File: config.mk
export PLATFORM = sky130hd
export DESIGN_NAME = led_pwm_fader
export DESIGN_NICKNAME = d
export VERILOG_FILES = /design/src/rtl/led_pkg.sv /design/src/rtl/led_pwm_channel.sv /design/src/rtl/led_pwm_fader.sv
export SDC_FILE = /design/constraint.sdc
export NUM_CORES = 1
export LEC_CHECK = 0
export CAP_MARGIN = 40
export CORE_MARGIN = 3
export CORE_UTILIZATION = 55
export CTS_CLUSTER_DIAMETER = 100
export DETAILED_ROUTE_END_ITERATION = 10
export GPL_TIMING_DRIVEN = 0
export PLACE_DENSITY = 0.8
export RECOVER_POWER = 50
export SLEW_MARGIN = 20
export SYNTH_ARGS = -nofsm -noshare
export SYNTH_HDL_FRONTEND = slang
export SYNTH_HIERARCHICAL = 1
export SYNTH_SLANG_ARGS = --single-unit
File: constraint.sdc
create_clock -name clk -period 3.8 [get_ports clk]
set_clock_uncertainty 0.05 [all_clocks]
set_input_delay 0.57 -clock clk [delete_from_list [all_inputs] [get_ports clk]]
set_output_delay 0.57 -clock clk [all_outputs]
set_load 0.05 [all_outputs]
File: src/rtl/led_pkg.sv
// Shared definitions for the LED output stages: brightness range helper, per-channel
// fade state and default timing constants.
package led_pkg;

  localparam int unsigned DEFAULT_PWM_BITS = 8;
  localparam int unsigned DEFAULT_STEP_DIV = 65536;

  typedef enum logic [1:0] {
    StOff,
    StRise,
    StOn,
    StFall
  } ch_state_e;

  function automatic int unsigned lvl_max(input int unsigned bits);
    return (1 << bits) - 1;
  endfunction

endpackage

File: src/rtl/led_pwm_channel.sv
// One LED channel: fade FSM with saturating brightness level and registered PWM
// comparator output.
module led_pwm_channel
  import led_pkg::*;
#(
  parameter int unsigned PWM_BITS  = DEFAULT_PWM_BITS,
  parameter int unsigned FADE_STEP = 8
) (
  input  logic                clk,
  input  logic                rst,
  input  logic                enable,
  input  logic                mode,
  input  logic                step_tick,
  input  logic [PWM_BITS-1:0] pwm_cnt,
  input  logic                target_bit,
  output logic                led_q,
  output logic                level_ne_target
);

  localparam logic [PWM_BITS-1:0] LVL_MAX = PWM_BITS'(lvl_max(PWM_BITS));
  localparam logic [PWM_BITS:0]   STEP    = (PWM_BITS + 1)'(FADE_STEP);

  ch_state_e           state_q, state_d;
  logic [PWM_BITS-1:0] level_q, level_d;
  logic [PWM_BITS-1:0] target;
  logic [PWM_BITS:0]   sum;
  logic [PWM_BITS-1:0] level_up, level_dn;

  assign target = target_bit ? LVL_MAX : '0;

  // One extra bit of headroom so the rising step saturates instead of wrapping.
  assign sum      = {1'b0, level_q} + STEP;
  assign level_up = (sum > {1'b0, LVL_MAX}) ? LVL_MAX : sum[PWM_BITS-1:0];
  assign level_dn = ({1'b0, level_q} < STEP) ? '0 : level_q - STEP[PWM_BITS-1:0];

  always_comb begin
    state_d = state_q;
    level_d = level_q;
    if (enable) begin
      if (mode) begin
        level_d = target;
        state_d = target_bit ? StOn : StOff;
      end else begin
        unique case (state_q)
          StOff:   state_d = target_bit ? StRise : StOff;
          StRise:  state_d = target_bit ? StRise : StFall;
          StOn:    state_d = target_bit ? StOn   : StFall;
          StFall:  state_d = target_bit ? StRise : StFall;
          default: state_d = StOff;
        endcase
        if (step_tick) begin
          if (state_d == StRise) begin
            level_d = level_up;
          end else if (state_d == StFall) begin
            level_d = level_dn;
          end
        end
        // Settle into the end state on the same edge the level reaches its bound.
        if (state_d == StRise && level_d == LVL_MAX) begin
          state_d = StOn;
        end
        if (state_d == StFall && level_d == '0) begin
          state_d = StOff;
        end
      end
    end
  end

  always_ff @(posedge clk or posedge rst) begin
    if (rst) begin
      state_q <= StOff;
      level_q <= '0;
      led_q   <= 1'b0;
    end else begin
      state_q <= state_d;
      level_q <= level_d;
      led_q   <= enable && (pwm_cnt < level_q);
    end
  end

  assign level_ne_target = (level_q != target);

endmodule

File: src/rtl/led_pwm_fader.sv
// PWM fader between the LED pattern generator and the pads: shared PWM counter and
// fade prescaler, one fading channel per LED, registered busy flag.
module led_pwm_fader
  import led_pkg::*;
#(
  parameter int unsigned NUM_LEDS  = 6,
  parameter int unsigned PWM_BITS  = DEFAULT_PWM_BITS,
  parameter int unsigned STEP_DIV  = DEFAULT_STEP_DIV,
  parameter int unsigned FADE_STEP = 8
) (
  input  logic                clk,
  input  logic                rst,
  input  logic [NUM_LEDS-1:0] pattern_in,
  input  logic                enable,
  input  logic                mode,
  output logic [NUM_LEDS-1:0] led_out,
  output logic                busy
);

  localparam int unsigned         PRESC_W    = $clog2(STEP_DIV);
  localparam logic [PWM_BITS-1:0] PWM_LAST   = PWM_BITS'(lvl_max(PWM_BITS) - 1);
  localparam logic [PRESC_W-1:0]  PRESC_LAST = PRESC_W'(STEP_DIV - 1);

  logic [PWM_BITS-1:0] pwm_cnt_q;
  logic [PRESC_W-1:0]  presc_q;
  logic                step_tick;
  logic                busy_q;
  logic [NUM_LEDS-1:0] ne;

  // Gated by enable so a frozen block never sees a pending tick.
  assign step_tick = enable && (presc_q == PRESC_LAST);

  always_ff @(posedge clk or posedge rst) begin
    if (rst) begin
      pwm_cnt_q <= '0;
      presc_q   <= '0;
      busy_q    <= 1'b0;
    end else begin
      if (enable) begin
        pwm_cnt_q <= (pwm_cnt_q == PWM_LAST) ? '0 : pwm_cnt_q + 1'b1;
        presc_q   <= (presc_q == PRESC_LAST) ? '0 : presc_q + 1'b1;
      end
      busy_q <= |ne;
    end
  end

  for (genvar i = 0; i < NUM_LEDS; i++) begin : g_ch
    led_pwm_channel #(
      .PWM_BITS  (PWM_BITS),
      .FADE_STEP (FADE_STEP)
    ) u_ch (
      .clk             (clk),
      .rst             (rst),
      .enable          (enable),
      .mode            (mode),
      .step_tick       (step_tick),
      .pwm_cnt         (pwm_cnt_q),
      .target_bit      (pattern_in[i]),
      .led_q           (led_out[i]),
      .level_ne_target (ne[i])
    );
  end

  assign busy = busy_q;

endmodule

# After elaboration in Yosys (flattened, before gate mapping)

Cells that the tools add are included.

Add/sub/neg operators: 14
Multiply operators: 0
Div/mod/pow operators: 0
$lt $le $gt $ge: 18
Equal/unequal tests: 50
Shift operators: 0
Muxes and demuxes: 128
Bitwise operators: 0
Reductions and logical operators: 38

Operators by type and width:

| operator                | number |
|---|---|
| $mux W8                 | 55 |
| $mux W2                 | 54 |
| $eq A8 B8 Y1 const B    | 7 |
| $add A8 B4 Y9 const B   | 6 |
| $gt A9 B8 Y1 const B    | 6 |
| $eq A2 B2 Y1 const B    | 24 |
| $logic_not A8 Y1        | 6 |
| $lt A8 B4 Y1 const B    | 6 |
| $lt A8 B8 Y1            | 6 |
| $ne A8 B8 Y1            | 6 |
| $sub A8 B4 Y8 const B   | 6 |
| $pmux W2 S3             | 6 |
| $eq A2 B1 Y1 const B    | 12 |
| $logic_and A1 B1 Y1     | 19 |
| $add A16 B1 Y16 const B | 1 |
| $eq A16 B16 Y1 const B  | 1 |
| $mux W16                | 1 |
| $logic_not A2 Y1        | 6 |
| $mux W1                 | 12 |
| $reduce_or A2 Y1        | 6 |
| $add A8 B1 Y8 const B   | 1 |
| $reduce_or A6 Y1        | 1 |

Register bits after elaboration: 91
Bits in latches: 0
RAM bits: 0
ROM bits: 0
Output and inout bits: 7
Logic and storage cells: 269
Memories kept: 0

# Logic depth before layout (Yosys ltp)

Depth after elaboration: 20
Gate-level depth with buffers: 13

# Modules after synthesis

The synthesis kept the hierarchy.

By module, submodules not included:

| module                              | times used | cells an instance | area an instance (um2) | sequential area each (um2) |
|---|---|---|---|---|
| led_pwm_channel at g_ch[0].u_ch ... | 5          | 151               | 1221.2                 | 275.3 |
| led_pwm_channel at g_ch[3].u_ch     | 1          | 158               | 1243.7                 | 275.3 |
| led_pwm_fader                       | 1          | 122               | 1242.4                 | 625.6 |

# Least setup slack after synthesis

No wires, ideal clock.

Kind: reg2reg
Start: register presc_q[4]
End: register g_ch[0].u_ch.state_q[1]
Setup time: 0.103 ns
Arrival time: 3.457 ns
Path slack: 0.190 ns
Cell stages (with the launch flop): 12
Path buffers: 1
Cells stage by stage: dfrtp_1 and4_1 buf_4 nand4_1 nor2_1 nand2b_1 nor2_4 a31oi_1 o32ai_1 nor3b_1 a21oi_1 o41ai_2

Word-level cells in the longest chain between the ends: 14
Elaborated cells on any way between the ends: 15
Those cells by class: eq/ne: 3; mux: 8; reduce/logical: 4

RTL lines:

| element                  | line                  | RTL |
|---|---|---|
| start: declaration       | led_pwm_fader.sv:25   | `logic [PRESC_W-1:0] presc_q;` |
| start signal: assignment | led_pwm_fader.sv:41   | `presc_q <= (presc_q == PRESC_LAST) ? '0 : presc_q + 1'b1;` |
| $eq A16 B16 Y1 *         | led_pwm_fader.sv:31   | `assign step_tick = enable && (presc_q == PRESC_LAST);` |
| $logic_and A1 B1 Y1 *    | led_pwm_fader.sv:31   |  |
| via step_tick            | led_pwm_fader.sv:26   | `logic step_tick;` |
| $mux W8 *                | led_pwm_channel.sv:51 | `if (step_tick) begin` |
| $mux W8 *                | led_pwm_channel.sv:40 | `if (mode) begin` |
| $mux W8 *                | led_pwm_channel.sv:39 | `if (enable) begin` |
| $eq A8 B8 Y1             | led_pwm_channel.sv:59 | `if (state_d == StRise && level_d == LVL_MAX) begin` |
| $logic_and A1 B1 Y1      | led_pwm_channel.sv:59 |  |
| $mux W2                  | led_pwm_channel.sv:59 |  |
| $mux W2                  | led_pwm_channel.sv:40 |  |
| $mux W2                  | led_pwm_channel.sv:39 |  |
| $eq A2 B2 Y1             | led_pwm_channel.sv:62 | `if (state_d == StFall && level_d == '0) begin` |
| $logic_and A1 B1 Y1      | led_pwm_channel.sv:62 |  |
| $mux W2 *                | led_pwm_channel.sv:62 |  |
| $mux W2 *                | led_pwm_channel.sv:40 |  |
| end signal: assignment   | led_pwm_channel.sv:71 | `state_q <= StOff;` |
| end signal: assignment   | led_pwm_channel.sv:75 | `state_q <= state_d;` |
| end: declaration         | led_pwm_channel.sv:23 | `ch_state_e state_q, state_d;` |

The timed path passes the listed nets; every way through them passes the cells marked *. The select of a mux whose other input is x is not followed.
A chain may end at the register's enable or synchronous reset.

# Worst setup path after layout

Start: register presc_q[4]
End: register g_ch[5].u_ch.state_q[1]

Word-level cells in the longest chain between the ends: 14
Elaborated cells on any way between the ends: 15
Those cells by class: eq/ne: 3; mux: 8; reduce/logical: 4

RTL lines:

| element                | line |
|---|---|
| $eq A16 B16 Y1 *       | led_pwm_fader.sv:31 |
| $logic_and A1 B1 Y1 *  | led_pwm_fader.sv:31 |
| via step_tick          | led_pwm_fader.sv:26 |
| $mux W8 *              | led_pwm_channel.sv:51 |
| $mux W8 *              | led_pwm_channel.sv:40 |
| $mux W8 *              | led_pwm_channel.sv:39 |
| $eq A8 B8 Y1           | led_pwm_channel.sv:59 |
| $logic_and A1 B1 Y1    | led_pwm_channel.sv:59 |
| $mux W2                | led_pwm_channel.sv:59 |
| $mux W2                | led_pwm_channel.sv:40 |
| $mux W2                | led_pwm_channel.sv:39 |
| $eq A2 B2 Y1           | led_pwm_channel.sv:62 |
| $logic_and A1 B1 Y1    | led_pwm_channel.sv:62 |
| $mux W2 *              | led_pwm_channel.sv:62 |
| $mux W2 *              | led_pwm_channel.sv:40 |
| end signal: assignment | led_pwm_channel.sv:71 |
| end signal: assignment | led_pwm_channel.sv:75 |
| end: declaration       | led_pwm_channel.sv:23 |

Marks and branches as above.

==> impl_metrics.toml <==
[run_status]
outcome = "finished, final reports clean"

[yosys]
ys_ff_latch = 91
syn-instance-count = 1035
yosysSeqAreaShare = 0.265
synth_area_leaders = "dfrtp_1, ha_1, o21ai_0"
netlist_top_cells_count = "dfrtp_1, nand2_1, inv_1, o21ai_0, ha_1"
syn-cell-area_um2 = 8590
yosysMostFrequentCell = "dfrtp_1"
avgSynthCellArea_um2 = 8.30
synth_top_area_cell = "dfrtp_1"
synth_edf_count = 0
yosysUniqueCellTypes = 70
ys_async_sr_fraction = 1.00
yosysTopAreaCellShare = 0.265
yosysWarningCount = 6
synthFlopType = "dfrtp_1"
synth_fp_nets = 1108

[cts]
clk_pin_slew_ns = 0.07
cts_tree = "yes"
clock_sinks = 91
clk_latency_ns = 0.36
clock-root-buffer = "clkbuf_16"
clockBufferDepth = 2
numCtsBuffers = 9
htree_levels = 3

[grt]
grt_max_degree = 31
grtUsageTotal = 0.254
overflow = 0
grt_antenna_before_repair = 0
grt_pass1_wl_um = 35700
grt_pass1_vias = 7284

[layout]
fin_cells = 1279
areaGrowthSynthToFinish_pct = 8.64
utilization = 0.612
final_cell_area_um2 = 9330
diodes = 0
final_nets = 1136
drive_above_1_share = 0.112

[routing]
drt_iter0_markers = 890
drt_wl_total_um = 21500
num_vias = 8124
drc_errors = 0
detail_route.first_pass.iterations = 5
wl_per_cell_um = 16.8
routed_via_density = 6.35
ant_nets = 0

[critical_path]
slowest_delay_ns = 0.52
critical_path_arrival_ns = 3.58
cp_slowest_cell = "o32ai_1"
worst-path-buf-inv = 2
worst-path-max-fanout = 30
start_kind = "register"
critPathMostFrequentCell = "nor2_4"
end_kind = "register"
crit_chain = "and4_1 -> buf_4 -> nand4_1 -> nor2_4 -> buf_12 -> nand2b_1 -> nor2_4 -> a31oi_1 -> o32ai_1 -> nor3b_1 -> a21oi_1 -> o41ai_2"
path_delay_family = "simple AND/OR/NAND/NOR gates"
path_class = "register to register"
worstPathRequired_ns = 4.01

[floorplanning]
chipHeight_um = 131
rows = 45
ioPinCount = 17
fp.dieW_um = 131
dieArea_um2 = 17200
start_util = 0.563
core_um2 = 15300

[sta]
rsz0062_at_grt = "no"
fmax_mhz = 297
final_max_slew_viol_count = 0
min_period_ns = 3.37
setup-violations-final = 0
max_slew_margin = 0.477
hold_viol = 0
tightestPinTransition_ns = 0.778
finalCritPeriodShare = 0.886

[placement]
placed_cells = 1263
hpwlAfterDp_um = 15700
io_buffers = 15
gp_congestion = 0.950
postPlaceCellArea_um2 = 9050

[power_and_ir_drop]
p_per_area_nw_per_um2 = 427
leakage_nw = 4.02
vdd_drop_max_mv = 0.229

[flow_run]
maxCapViolCount = 0

[hold_path]
hp-class = "register to register"
-- stage by stage --
| step | setup slack, ns | hold WS [ns] | TNS (ns) | power, mW |
|---|---|---|---|---|
| global route | 0.213 | 0.433 | 0 | 4.27 |
| detailed placement | -0.525 | 0.403 | -7.37 | 3.05 |
| finish | 0.434 | 0.412 | 0 | 3.99 |
| CTS | 0.154 | 0.417 | 0 | 4.00 |
| global placement | -2.41 | 0.402 | -110.53 | 2.99 |
| floorplan | 0.190 | 0.372 | 0 | 2.61 |
-- what timing repair did --
action,in CTS,in global routing
setup buffers,0,0
endpoints found under the setup margin,5,4
gates resized for setup,1,2
hold buffers,0,0
-- per-layer routing --
metal  vias up  share of wire  track usage
li1       3932              -            -
met1      3794           0.44        0.354
met2       345           0.47        0.406
met3        53          0.064       0.0378
met4         0          0.025       0.0835
met5         -              0            0
-- logic make-up (layout without fill, tap and decap cells) --
logic type	count (synthesis)	count (layout)	synth area share
muxes	14	14	0.0166
buffers and inverters	141	174	0.0791
and+or+nand+nor	373	373	0.248
adders and majority gates	63	63	0.0917
xor gates and xnor gates	22	22	0.0224
DFF	91	91	0.265
AOI/OAI and AO/OA	331	331	0.277
-- worst paths after layout --
path,from,end,slack (ns),depth (start not counted)
setup reg to reg,presc_q[4]$_DFFE_PP0P_,g_ch[5].u_ch/state_q[1]$_DFFE_PP0P_,0.43,12
hold reg to reg,presc_q[14]$_DFFE_PP0P_,presc_q[14]$_DFFE_PP0P_,0.41,1
setup / recovery,presc_q[4]$_DFFE_PP0P_,g_ch[5].u_ch/state_q[1]$_DFFE_PP0P_,0.43,12
hold / removal,presc_q[14]$_DFFE_PP0P_,presc_q[14]$_DFFE_PP0P_,0.41,1
max in group asynchronous,rst,pwm_cnt_q[4]$_DFFE_PP0P_,1.85,3
min in group asynchronous,rst,g_ch[0].u_ch/level_q[1]$_DFFE_PP0P_,0.83,2
-- worst register-to-register path, delay by kind of cell (launching register included) --
| family | cells | cell delay [ns] |
|---|---|---|
| DFF | 1 | 0.42 |
| buffers and inverters | 2 | 0.38 |
| AOI/OAI and AO/OA | 4 | 1.00 |
| and+or+nand+nor | 6 | 1.43 |
-- state kept, by name (all words and copies together) (netlist names) --
signal	cells
g_ch.u_ch/state_q	12
busy	1
g_ch.u_ch/level_q	48
presc_q	16
g_ch.u_ch/led_q	6
pwm_cnt_q	8
-- layout make-up --
class,count,area [um^2]
clock buffer,10,229
tap,211,264
multi-input combinational,803,5640
fill,1318,5920
clock inverter,6,73.8
timing repair buffer,17,169
buffer,72,419
inverter,69,259
sequential,91,2280
-- cell usage in the layout, fill, tap and decap left out, drive strengths merged, types with 35 or more instances in the layout --
cell    instances
nor2           72
buf            46
nand2          83
a21oi          62
ha             63
o21ai          69
dfrtp          91
a21o           35
inv            71
clkbuf         39
nor3           44
-- power by group --
group / internal (mW) / switching (mW) / leakage [nW]
clock network: 0.519 / 0.411 / 0.148
registers: 1.14 / 0.243 / 1.09
logic: 0.703 / 0.974 / 2.77
total: 2.36 / 1.63 / 4.02
(Power assumes the default switching activity.)
